<file path="config.mk">
export PLATFORM = sky130hd
export DESIGN_NAME = emulib_rammodel_decoder_b_queued
export DESIGN_NICKNAME = d
export VERILOG_FILES = /design/src/rtl/emulib_rammodel_pkg.sv /design/src/rtl/emulib_rammodel_sync_fifo.sv /design/src/rtl/emulib_rammodel_decoder_b_queued.sv
export SDC_FILE = /design/constraint.sdc
export NUM_CORES = 1
export LEC_CHECK = 0
export CAP_MARGIN = 0
export CORE_MARGIN = 2
export CORE_UTILIZATION = 54
export DETAILED_ROUTE_END_ITERATION = 8
export PLACE_DENSITY_LB_ADDON = 0.12
export SLEW_MARGIN = 25
export SYNTH_ARGS = -nofsm -noshare
export SYNTH_HDL_FRONTEND = slang
export SYNTH_SLANG_ARGS = --single-unit
</file>
<file path="constraint.sdc">
create_clock -name clk -period 2.65 [get_ports clk]
set_clock_uncertainty 0.1 [all_clocks]
set_input_delay 0.265 -clock clk [delete_from_list [all_inputs] [get_ports clk]]
set_output_delay 0.265 -clock clk [all_outputs]
set_load 0.02 [all_outputs]
</file>
<file path="src/rtl/emulib_rammodel_pkg.sv">
// Shared definitions for the RAM model response decoders: response word layout and AXI BRESP codes.
package emulib_rammodel_pkg;

  localparam int unsigned WORD_W    = 32;
  localparam int unsigned BID_LSB   = 16;
  localparam int unsigned BID_W     = 16;
  localparam int unsigned REP_LSB   = 8;
  localparam int unsigned REP_W     = 8;
  localparam int unsigned RSVD_W    = 6;
  localparam int unsigned BRESP_LSB = 0;
  localparam int unsigned BRESP_W   = 2;

  typedef enum logic [BRESP_W-1:0] {
    OKAY   = 2'd0,
    EXOKAY = 2'd1,
    SLVERR = 2'd2,
    DECERR = 2'd3
  } bresp_e;

  // B response word as it arrives from the timing/back-end stream
  typedef struct packed {
    logic [BID_W-1:0]   bid;
    logic [REP_W-1:0]   rep;
    logic [RSVD_W-1:0]  rsvd;
    logic [BRESP_W-1:0] bresp;
  } b_word_t;

endpackage

</file>
<file path="src/rtl/emulib_rammodel_sync_fifo.sv">
// Single-clock circular FIFO with wrap-bit pointers; registered occupancy count, combinational head read.
module emulib_rammodel_sync_fifo #(
  parameter int unsigned WIDTH = 8,
  parameter int unsigned DEPTH = 4
) (
  input  logic                     clk,
  input  logic                     rst,
  input  logic                     push,
  input  logic [WIDTH-1:0]         wdata,
  input  logic                     pop,
  output logic [WIDTH-1:0]         rdata,
  output logic                     full,
  output logic                     empty,
  output logic [$clog2(DEPTH):0]   count
);

  localparam int unsigned AW = $clog2(DEPTH);
  localparam int unsigned PW = AW + 1;

  logic [WIDTH-1:0] mem [DEPTH];
  logic [PW-1:0]    wr_ptr_q;
  logic [PW-1:0]    rd_ptr_q;
  logic             push_ok;
  logic             pop_ok;

  assign push_ok = push && !full;
  assign pop_ok  = pop && !empty;

  // Same index with differing wrap bits means every slot is occupied
  assign empty = (wr_ptr_q == rd_ptr_q);
  assign full  = (wr_ptr_q[AW] != rd_ptr_q[AW]) && (wr_ptr_q[AW-1:0] == rd_ptr_q[AW-1:0]);
  assign count = wr_ptr_q - rd_ptr_q;
  assign rdata = mem[rd_ptr_q[AW-1:0]];

  always_ff @(posedge clk) begin
    if (rst) begin
      wr_ptr_q <= '0;
      rd_ptr_q <= '0;
    end else begin
      if (push_ok) wr_ptr_q <= wr_ptr_q + PW'(1);
      if (pop_ok)  rd_ptr_q <= rd_ptr_q + PW'(1);
    end
  end

  // Storage carries no reset; only the pointers define validity
  always_ff @(posedge clk) begin
    if (push_ok) mem[wr_ptr_q[AW-1:0]] <= wdata;
  end

endmodule

</file>
<file path="src/rtl/emulib_rammodel_decoder_b_queued.sv">
// Queued B-channel decoder: buffers response words and expands each into rep+1 AXI B beats.
module emulib_rammodel_decoder_b_queued
  import emulib_rammodel_pkg::*;
#(
  parameter int unsigned ADDR_WIDTH = 32,
  parameter int unsigned DATA_WIDTH = 64,
  parameter int unsigned ID_WIDTH   = 4,
  parameter int unsigned DEPTH      = 4
) (
  input  logic                     clk,
  input  logic                     rst,
  input  logic                     data_valid,
  output logic                     data_ready,
  input  logic [WORD_W-1:0]        data,
  output logic                     axi_bvalid,
  input  logic                     axi_bready,
  output logic [ID_WIDTH-1:0]      axi_bid,
  output logic [BRESP_W-1:0]       axi_bresp,
  output logic [$clog2(DEPTH):0]   pending,
  output logic                     idle
);

  localparam int unsigned ENTRY_W = ID_WIDTH + REP_W + BRESP_W;

  if (ID_WIDTH < 1 || ID_WIDTH > BID_W || DEPTH < 2 || (DEPTH & (DEPTH - 1)) != 0 ||
      ADDR_WIDTH == 0 || DATA_WIDTH == 0) begin : g_bad_cfg
    $error("emulib_rammodel_decoder_b_queued: unsupported parameter set");
  end

  typedef enum logic {
    EMPTY  = 1'b0,
    ACTIVE = 1'b1
  } state_e;

  b_word_t              word;
  logic                 unused_word;
  logic [ENTRY_W-1:0]   push_entry;
  logic [ENTRY_W-1:0]   head_entry;
  logic                 fifo_push;
  logic                 fifo_pop;
  logic                 fifo_full;
  logic                 fifo_empty;
  logic [$clog2(DEPTH):0] fifo_count;

  logic [ID_WIDTH-1:0]  head_bid;
  logic [REP_W-1:0]     head_rep;
  logic [BRESP_W-1:0]   head_bresp;

  state_e               state_q,  state_d;
  logic [ID_WIDTH-1:0]  bid_q,    bid_d;
  logic [BRESP_W-1:0]   bresp_q,  bresp_d;
  logic [REP_W-1:0]     cnt_q,    cnt_d;
  logic                 bfire;

  // Decode: truncate bid to ID_WIDTH, drop reserved bits
  assign word        = b_word_t'(data);
  assign unused_word = ^{word.bid, word.rsvd};
  assign push_entry  = {word.bid[ID_WIDTH-1:0], word.rep, word.bresp};

  assign fifo_push  = data_valid && !fifo_full;
  assign data_ready = !fifo_full;

  emulib_rammodel_sync_fifo #(
    .WIDTH (ENTRY_W),
    .DEPTH (DEPTH)
  ) u_fifo (
    .clk   (clk),
    .rst   (rst),
    .push  (fifo_push),
    .wdata (push_entry),
    .pop   (fifo_pop),
    .rdata (head_entry),
    .full  (fifo_full),
    .empty (fifo_empty),
    .count (fifo_count)
  );

  assign head_bid   = head_entry[ENTRY_W-1 -: ID_WIDTH];
  assign head_rep   = head_entry[BRESP_W +: REP_W];
  assign head_bresp = head_entry[BRESP_W-1:0];

  assign axi_bvalid = (state_q == ACTIVE);
  assign axi_bid    = bid_q;
  assign axi_bresp  = bresp_q;
  assign bfire      = axi_bvalid && axi_bready;
  assign pending    = fifo_count;
  assign idle       = fifo_empty && (state_q == EMPTY);

  always_ff @(posedge clk) begin
    if (rst) begin
      state_q <= EMPTY;
      bid_q   <= '0;
      bresp_q <= '0;
      cnt_q   <= '0;
    end else begin
      state_q <= state_d;
      bid_q   <= bid_d;
      bresp_q <= bresp_d;
      cnt_q   <= cnt_d;
    end
  end

  // Output stage: load from queue head, repeat the beat cnt+1 times, reload without a bubble
  always_comb begin
    state_d  = state_q;
    bid_d    = bid_q;
    bresp_d  = bresp_q;
    cnt_d    = cnt_q;
    fifo_pop = 1'b0;
    unique case (state_q)
      EMPTY: begin
        if (!fifo_empty) begin
          fifo_pop = 1'b1;
          bid_d    = head_bid;
          bresp_d  = head_bresp;
          cnt_d    = head_rep;
          state_d  = ACTIVE;
        end
      end
      ACTIVE: begin
        if (bfire) begin
          if (cnt_q != '0) begin
            cnt_d = cnt_q - REP_W'(1);
          end else if (!fifo_empty) begin
            fifo_pop = 1'b1;
            bid_d    = head_bid;
            bresp_d  = head_bresp;
            cnt_d    = head_rep;
          end else begin
            state_d = EMPTY;
          end
        end
      end
      default: state_d = EMPTY;
    endcase
  end

endmodule

</file>
After elaboration in Yosys (flattened, before gate mapping). Memories as Yosys holds them, arrays and structs flattened. A register that Yosys moved wholly into a read port is not among the register bits. Cells that the tools add are included.

Memories kept: 1. Bits in writable memories: 56. Bits in registers: 21. Output and inout bits: 12. Bits of input ports: 36. Word-level logic and storage cells: 50.

Add/sub/neg operators: 4. Eq/ne operators: 5. Reductions and logical operators: 10. Muxes and demuxes: 23. Bitwise operators: 1.

Memories: u_fifo.mem (words 4, width 14, rd ports 1, clocked after Yosys merged registers in 1, wr ports 1, RTL line emulib_rammodel_sync_fifo.sv:20) `logic [WIDTH-1:0] mem [DEPTH];`.

Operators by type and width (count): 8-bit two-way mux (3); 8-bit case mux with 2 select lines (1); 4-bit two-way mux (3); 2-bit two-way mux (5); 4-bit case mux with 2 select lines (1); 8-bit nonzero test (1); 8-bit by 1-bit subtractor with 8-bit output (second input constant) (1); 1-bit two-way mux (7); 3-bit by 1-bit adder with 3-bit output (second input constant) (2); 1-bit logical AND (6); 1-bit case mux with 2 select lines (2); 2-bit case mux with 2 select lines (1); 3-bit == test (1); 3-bit subtractor (1); 2-bit == test (1); 1-bit zero test (2); 2-bit by 1-bit != test with 1-bit output (second input constant) (1); 2-bit != test (second input constant) (1); 2-bit AND reduction (1); 1-bit != test (1); 1-bit inverter (1).

Depth between registers and ports, before layout. Gate-level depths: netlist of the first run.

Depth in word-level cells: 8. Mapped depth: 7. Depth with buffers taken out: 6.

Cells and area by module. From an unflattened synthesis of the first run, not the netlist that was laid out.

Cells, all modules: 259. Area total of the unflattened synthesis: 3607.2 µm².

By module, submodules not included: emulib_rammodel_sync_fifo (times used 1, area each 2606.2 µm², seq. area each 1841.8 µm², cells each 140); emulib_rammodel_decoder_b_queued (times used 1, area each 1001.0 µm², seq. area each 300.3 µm², cells each 119).

Least setup slack after synthesis of the first run. No wires, ideal clock.

Path type: register to register. From: register u_fifo.wr_ptr_q[0]. To: memory u_fifo.mem[0][0] (netlist name) (enable). Period minus slack after synthesis: 2220 ps. Stages on the path, launching flop included: 7. Required time: 2184 ps. Arrival: 1754 ps. Setup slack: 430 ps. Buffers on the path: 1. Setup time: 366 ps. Cells stage by stage: dfxtp_1 -> inv_1 -> ha_1 -> nand2_1 -> clkbuf_1 -> o21a_1 -> and2_1.

Longest elaborated chain between the ends: 7.

RTL lines: start, declared (RTL line emulib_rammodel_sync_fifo.sv:21) `logic [PW-1:0] wr_ptr_q;`; start signal, assigned (RTL line emulib_rammodel_sync_fifo.sv:40) `if (push_ok) wr_ptr_q <= wr_ptr_q + PW'(1);`; 2-bit == test (RTL line emulib_rammodel_sync_fifo.sv:31) `assign full = (wr_ptr_q[AW] != rd_ptr_q[AW]) && (wr_ptr_q[AW-1:0] == rd_ptr_q[AW-1:0]);`; 1-bit logical AND (RTL line emulib_rammodel_sync_fifo.sv:31); 1-bit zero test (RTL line emulib_rammodel_sync_fifo.sv:26, emulib_rammodel_decoder_b_queued.sv:60); 1-bit logical AND (RTL line emulib_rammodel_decoder_b_queued.sv:60) `assign fifo_push = data_valid && !fifo_full;`; 1-bit logical AND (RTL line emulib_rammodel_sync_fifo.sv:26) `assign push_ok = push && !full;`; 1-bit two-way mux (RTL line emulib_rammodel_sync_fifo.sv:47) `if (push_ok) mem[wr_ptr_q[AW-1:0]] <= wdata;`; 1-bit two-way mux (not written as such) (RTL line emulib_rammodel_sync_fifo.sv:47); end, declared (RTL line emulib_rammodel_sync_fifo.sv:20).

Several ways; a longest one is shown, not always the timed one.

Worst setup path after layout of the first run.
From: register u_fifo.wr_ptr_q[0]. To: output port pending[1].

Longest elaborated chain between the ends: 1.

RTL lines: 3-bit subtractor (RTL line emulib_rammodel_sync_fifo.sv:32) `assign count = wr_ptr_q - rd_ptr_q;`; end, declared (RTL line emulib_rammodel_decoder_b_queued.sv:19) `output logic [$clog2(DEPTH):0] pending,`.

Every way passes these cells.

==> impl_metrics.csv, run 1 <==
group,metric,value,unit
route,drc,0,
synth,synth_compound_area_frac,0.117,
clocking,cts_sinks,79,
cells_and_area,nets,339,
global_route,grt_max_degree,16,
outcome,status,"finished, final reports clean",
floorplan,fp.dieArea,7150,um^2
placed_design,dp_hpwl,4680,um
global_route,grt_pass1_wl,11300,um
synth,synth_xor_area_frac,0.0150,
pwr,comb_power_share,0.391,
clocking,cts_max_path_buffers,2,
route,via_per_inst,5.87,
pwr,pwr_density_cell,1050,nW/um^2
pwr,power.leakage,1.47,nW
floorplan,num_rows,29,
sta,period_needed,2.52,ns
pwr,p_switching,1.56,mW
sta,setup_ws,0.131,ns
floorplan,start_util,0.555,
synth,synth-main-ff-cell,"edfxtp_1",
clocking,htree_levels,3,
cells_and_area,area_delta_synth_final,18.6,%
clocking,clk_pin_slew,0.09,ns
synth,synth_edf_count,56,
sta,setup_tns,0,ns
cells_and_area,nFillCells,487,
hold_path,min_path_type,"flip-flop to flip-flop",
sta,grt_setup_unrepaired,"false",
sta,worst_slew_pin_slew,0.527,ns
sta,fmax,397,MHz
cells_and_area,drive_above_1_share,0.168,
placed_design,place_ws,0.317,ns
synth,synthMuxAreaShare,0.0989,
pwr,irDropWorstVdd,0.788,mV
floorplan,fp.dieW,84.5,um
setup_path,required,2.29,ns
synth,synth_cells,251,
pwr,seqPwrFrac,0.385,
route,drt_wl_total,6900,um
route,ant_nets,0,
cells_and_area,multi_input_area,1250,um^2
cells_and_area,layout_common_cells,"edfxtp_1 (56), clkdlybuf4s50_1 (27), dfxtp_1 (23)",
setup_path,r2r_slack,0.26,ns
hold_path,holdPathEnd,"axi_bid[3]",
global_route,grt_pass1_vias,2217,
sta,period_share,0.951,
cells_and_area,diodes,0,
synth,syn-cell-area,3500,um^2
floorplan,die-height,84.5,um
synth,ys_async_sr_fraction,0,
clocking,insertion_delay,0.35,ns
route,dr.pass1.iters,4,
cells_and_area,final-seq-area,2140,um^2
flow_run,maxCapViolations,0,
hold_path,min_from,"axi_bid[3]",
floorplan,coreArea,6310,um^2
setup_path,crit_fanout,4,
pwr,p_clk_frac,0.224,
synth,synth_top_family_by_area,"compound AO/OA/AOI/OAI gates",
sta,slew_violations,0,
synth,synth.avg_cell_area,14.0,um^2
synth,synth-simple-area-share,0.0886,
placed_design,port_buffers,29,
pwr,netSwitchingFraction,0.356,
clocking,cts_setup_buffers,0,
synth,syn-num-nets,297,
clocking,cts_tree,"done",
setup_path,end_kind,"output pin",
setup_path,cp.arrival,2.15,ns
setup_path,worstRegToRegCells,6,
global_route,globalRouteOverflowTotal,0,
setup_path,critPathKind,"flip-flop to output pin",
hold_path,hold_path_depth,2,
global_route,antenna_found_initial,0,
floorplan,boundaryPins,48,
setup_path,start_kind,"flip-flop",
route,num_vias,2203,
route,drt_iter0_drc,145,
pwr,p_int,2.82,mW
clocking,cts-root-buf,"clkbuf_8",
synth,yosysWarnings,0,
synth,yosysSeqAreaShare,0.611,
sta,hold_viol,0,
synth,synthAdderAreaFrac,0.0379,
global_route,track_usage,0.209,
route,wl_per_cell,18.4,um
synth,synth-seq-cells,79,
setup_path,r2r_start,"cnt_q[0]",
placed_design,gp_congestion,0.881,
clocking,cts_inserted_buffers,9,
synth,synth_cell_types,48,
sta,slew_headroom,0.647,
cells_and_area,final_common_cell,"edfxtp_1",
sta,setup_viol,0,
-- critical path, cell delays in order, from the launching register on --
cell	delay (ns)
dfxtp_1	0.41
inv_1	0.10
ha_1	0.20
fa_1	0.44
inv_1	0.06
clkdlybuf4s50_1	0.59
-- synth_stat cells (all sizes together) (2+ instances only) --
cell    number  share of area
buf          3         0.0086
dfxtp       23           0.13
xor2         3         0.0075
nor2b        6          0.011
nor4         3         0.0054
a21oi       14          0.020
nor2        12          0.013
o211ai       2         0.0043
mux2i        2         0.0057
o41ai        2          0.010
nand2        5         0.0054
nand3       11          0.016
a211oi       4          0.010
a311oi       2         0.0050
o21a         5          0.011
mux4        14          0.090
nor3         6         0.0086
inv         11          0.012
o21ai       15          0.025
and2         5         0.0089
ha           9          0.032
or3          3         0.0054
xnor2        3         0.0075
o22ai        2         0.0036
clkbuf      10          0.011
edfxtp      56           0.48
nand2b       3         0.0054
-- how the worst max path moves through the flow --
stage | from | to | slack (ns) | depth (start not counted)
6_report | u_fifo.wr_ptr_q[0] | pending[1] | 0.13 | 5
3_3_place_gp | u_fifo.wr_ptr_q[0] | idle | 0.32 | 6
3_5_place_dp | cnt_q[0] | flip-flop | 0.32 | 6
4_1_cts | u_fifo.wr_ptr_q[0] | pending[2] | 0.05 | 5
2_1_floorplan | u_fifo.wr_ptr_q[0] | u_fifo.mem[0][0] | 0.43 | 6
5_1_grt | u_fifo.wr_ptr_q[0] | pending[1] | 0.05 | 5
-- state kept, by name, indices dropped and copies added, names as in the netlist, named ones only --
signal,cells
u_fifo.wr_ptr_q,3
u_fifo.mem,56
axi_bvalid,1
cnt_q,8
axi_bid,4
u_fifo.rd_ptr_q,3
axi_bresp,2
-- through the flow --
| step | cell area, um^2 | cells | hold slack, ns | total power, mW | utilization |
|---|---|---|---|---|---|
| global placement | 3940 | 359 | 0.370 | 3.40 | 0.623 |
| global route | 4160 | 375 | 0.397 | 4.64 | 0.658 |
| CTS | 4150 | 375 | 0.383 | 4.39 | 0.658 |
| detailed placement | 3940 | 359 | 0.369 | 3.43 | 0.623 |
| floorplan | 3500 | 251 | 0.264 | 2.88 | - |
| finish | 4160 | 375 | 0.385 | 4.38 | 0.658 |
-- power by group through the flow --
stage / clock (mW) / sequential [mW] / combinational, mW
final: 0.981 / 1.69 / 1.71
after detailed placement: 0 / 1.72 / 1.71
after floorplan: 0 / 1.68 / 1.20
after global placement: 0 / 1.71 / 1.70
after CTS: 0.994 / 1.69 / 1.71
after global routing: 1.04 / 1.72 / 1.88
-- cell families (layout without fill, tap and decap cells) --
group                      after synthesis  count (layout)
muxes                                   17              17
DFF                                     79              79
AOI/OAI and AO/OA                       57              57
and+or+nand+nor                         58              58
buffers and inverters                   24              71
xor gates and xnor gates                 6               6
adders and majority gates               10              10
-- layout make-up --
class                   instances  area share
clock buffers                  10      0.0307
clock inverters                 6      0.0223
flip-flops and latches         79       0.515
well taps                      77      0.0232
repair buffers                 44      0.0972
inverters                      11     0.00993
multi-input cells             148       0.301
-- layer usage --
layer / track usage / vias to the layer above / share of wire
met5: 0 / - / 0
met4: 0.0851 / 0 / 0.010
met3: 0.0364 / 6 / 0.050
met2: 0.334 / 68 / 0.48
met1: 0.287 / 1080 / 0.46
li1: - / 1049 / -
-- timing repair --
| action | in CTS | in global routing |
|---|---|---|
| setup endpoints to repair | 1 | 1 |
| hold buffers | 0 | 0 |
| gates resized for setup | 1 | 1 |
(Power assumes the default switching activity.)
==> inputs of run 2 (changes only) <==
--- a/config.mk
+++ b/config.mk
@@ -5,7 +5,7 @@
 export SDC_FILE = /design/constraint.sdc
 export NUM_CORES = 1
 export LEC_CHECK = 0
-export CAP_MARGIN = 0
+export CAP_MARGIN = 30
 export CORE_MARGIN = 2
 export CORE_UTILIZATION = 54
 export DETAILED_ROUTE_END_ITERATION = 8
==> results of run 2 <==
Final layout, timing and power as in run 1 (identical DEF).
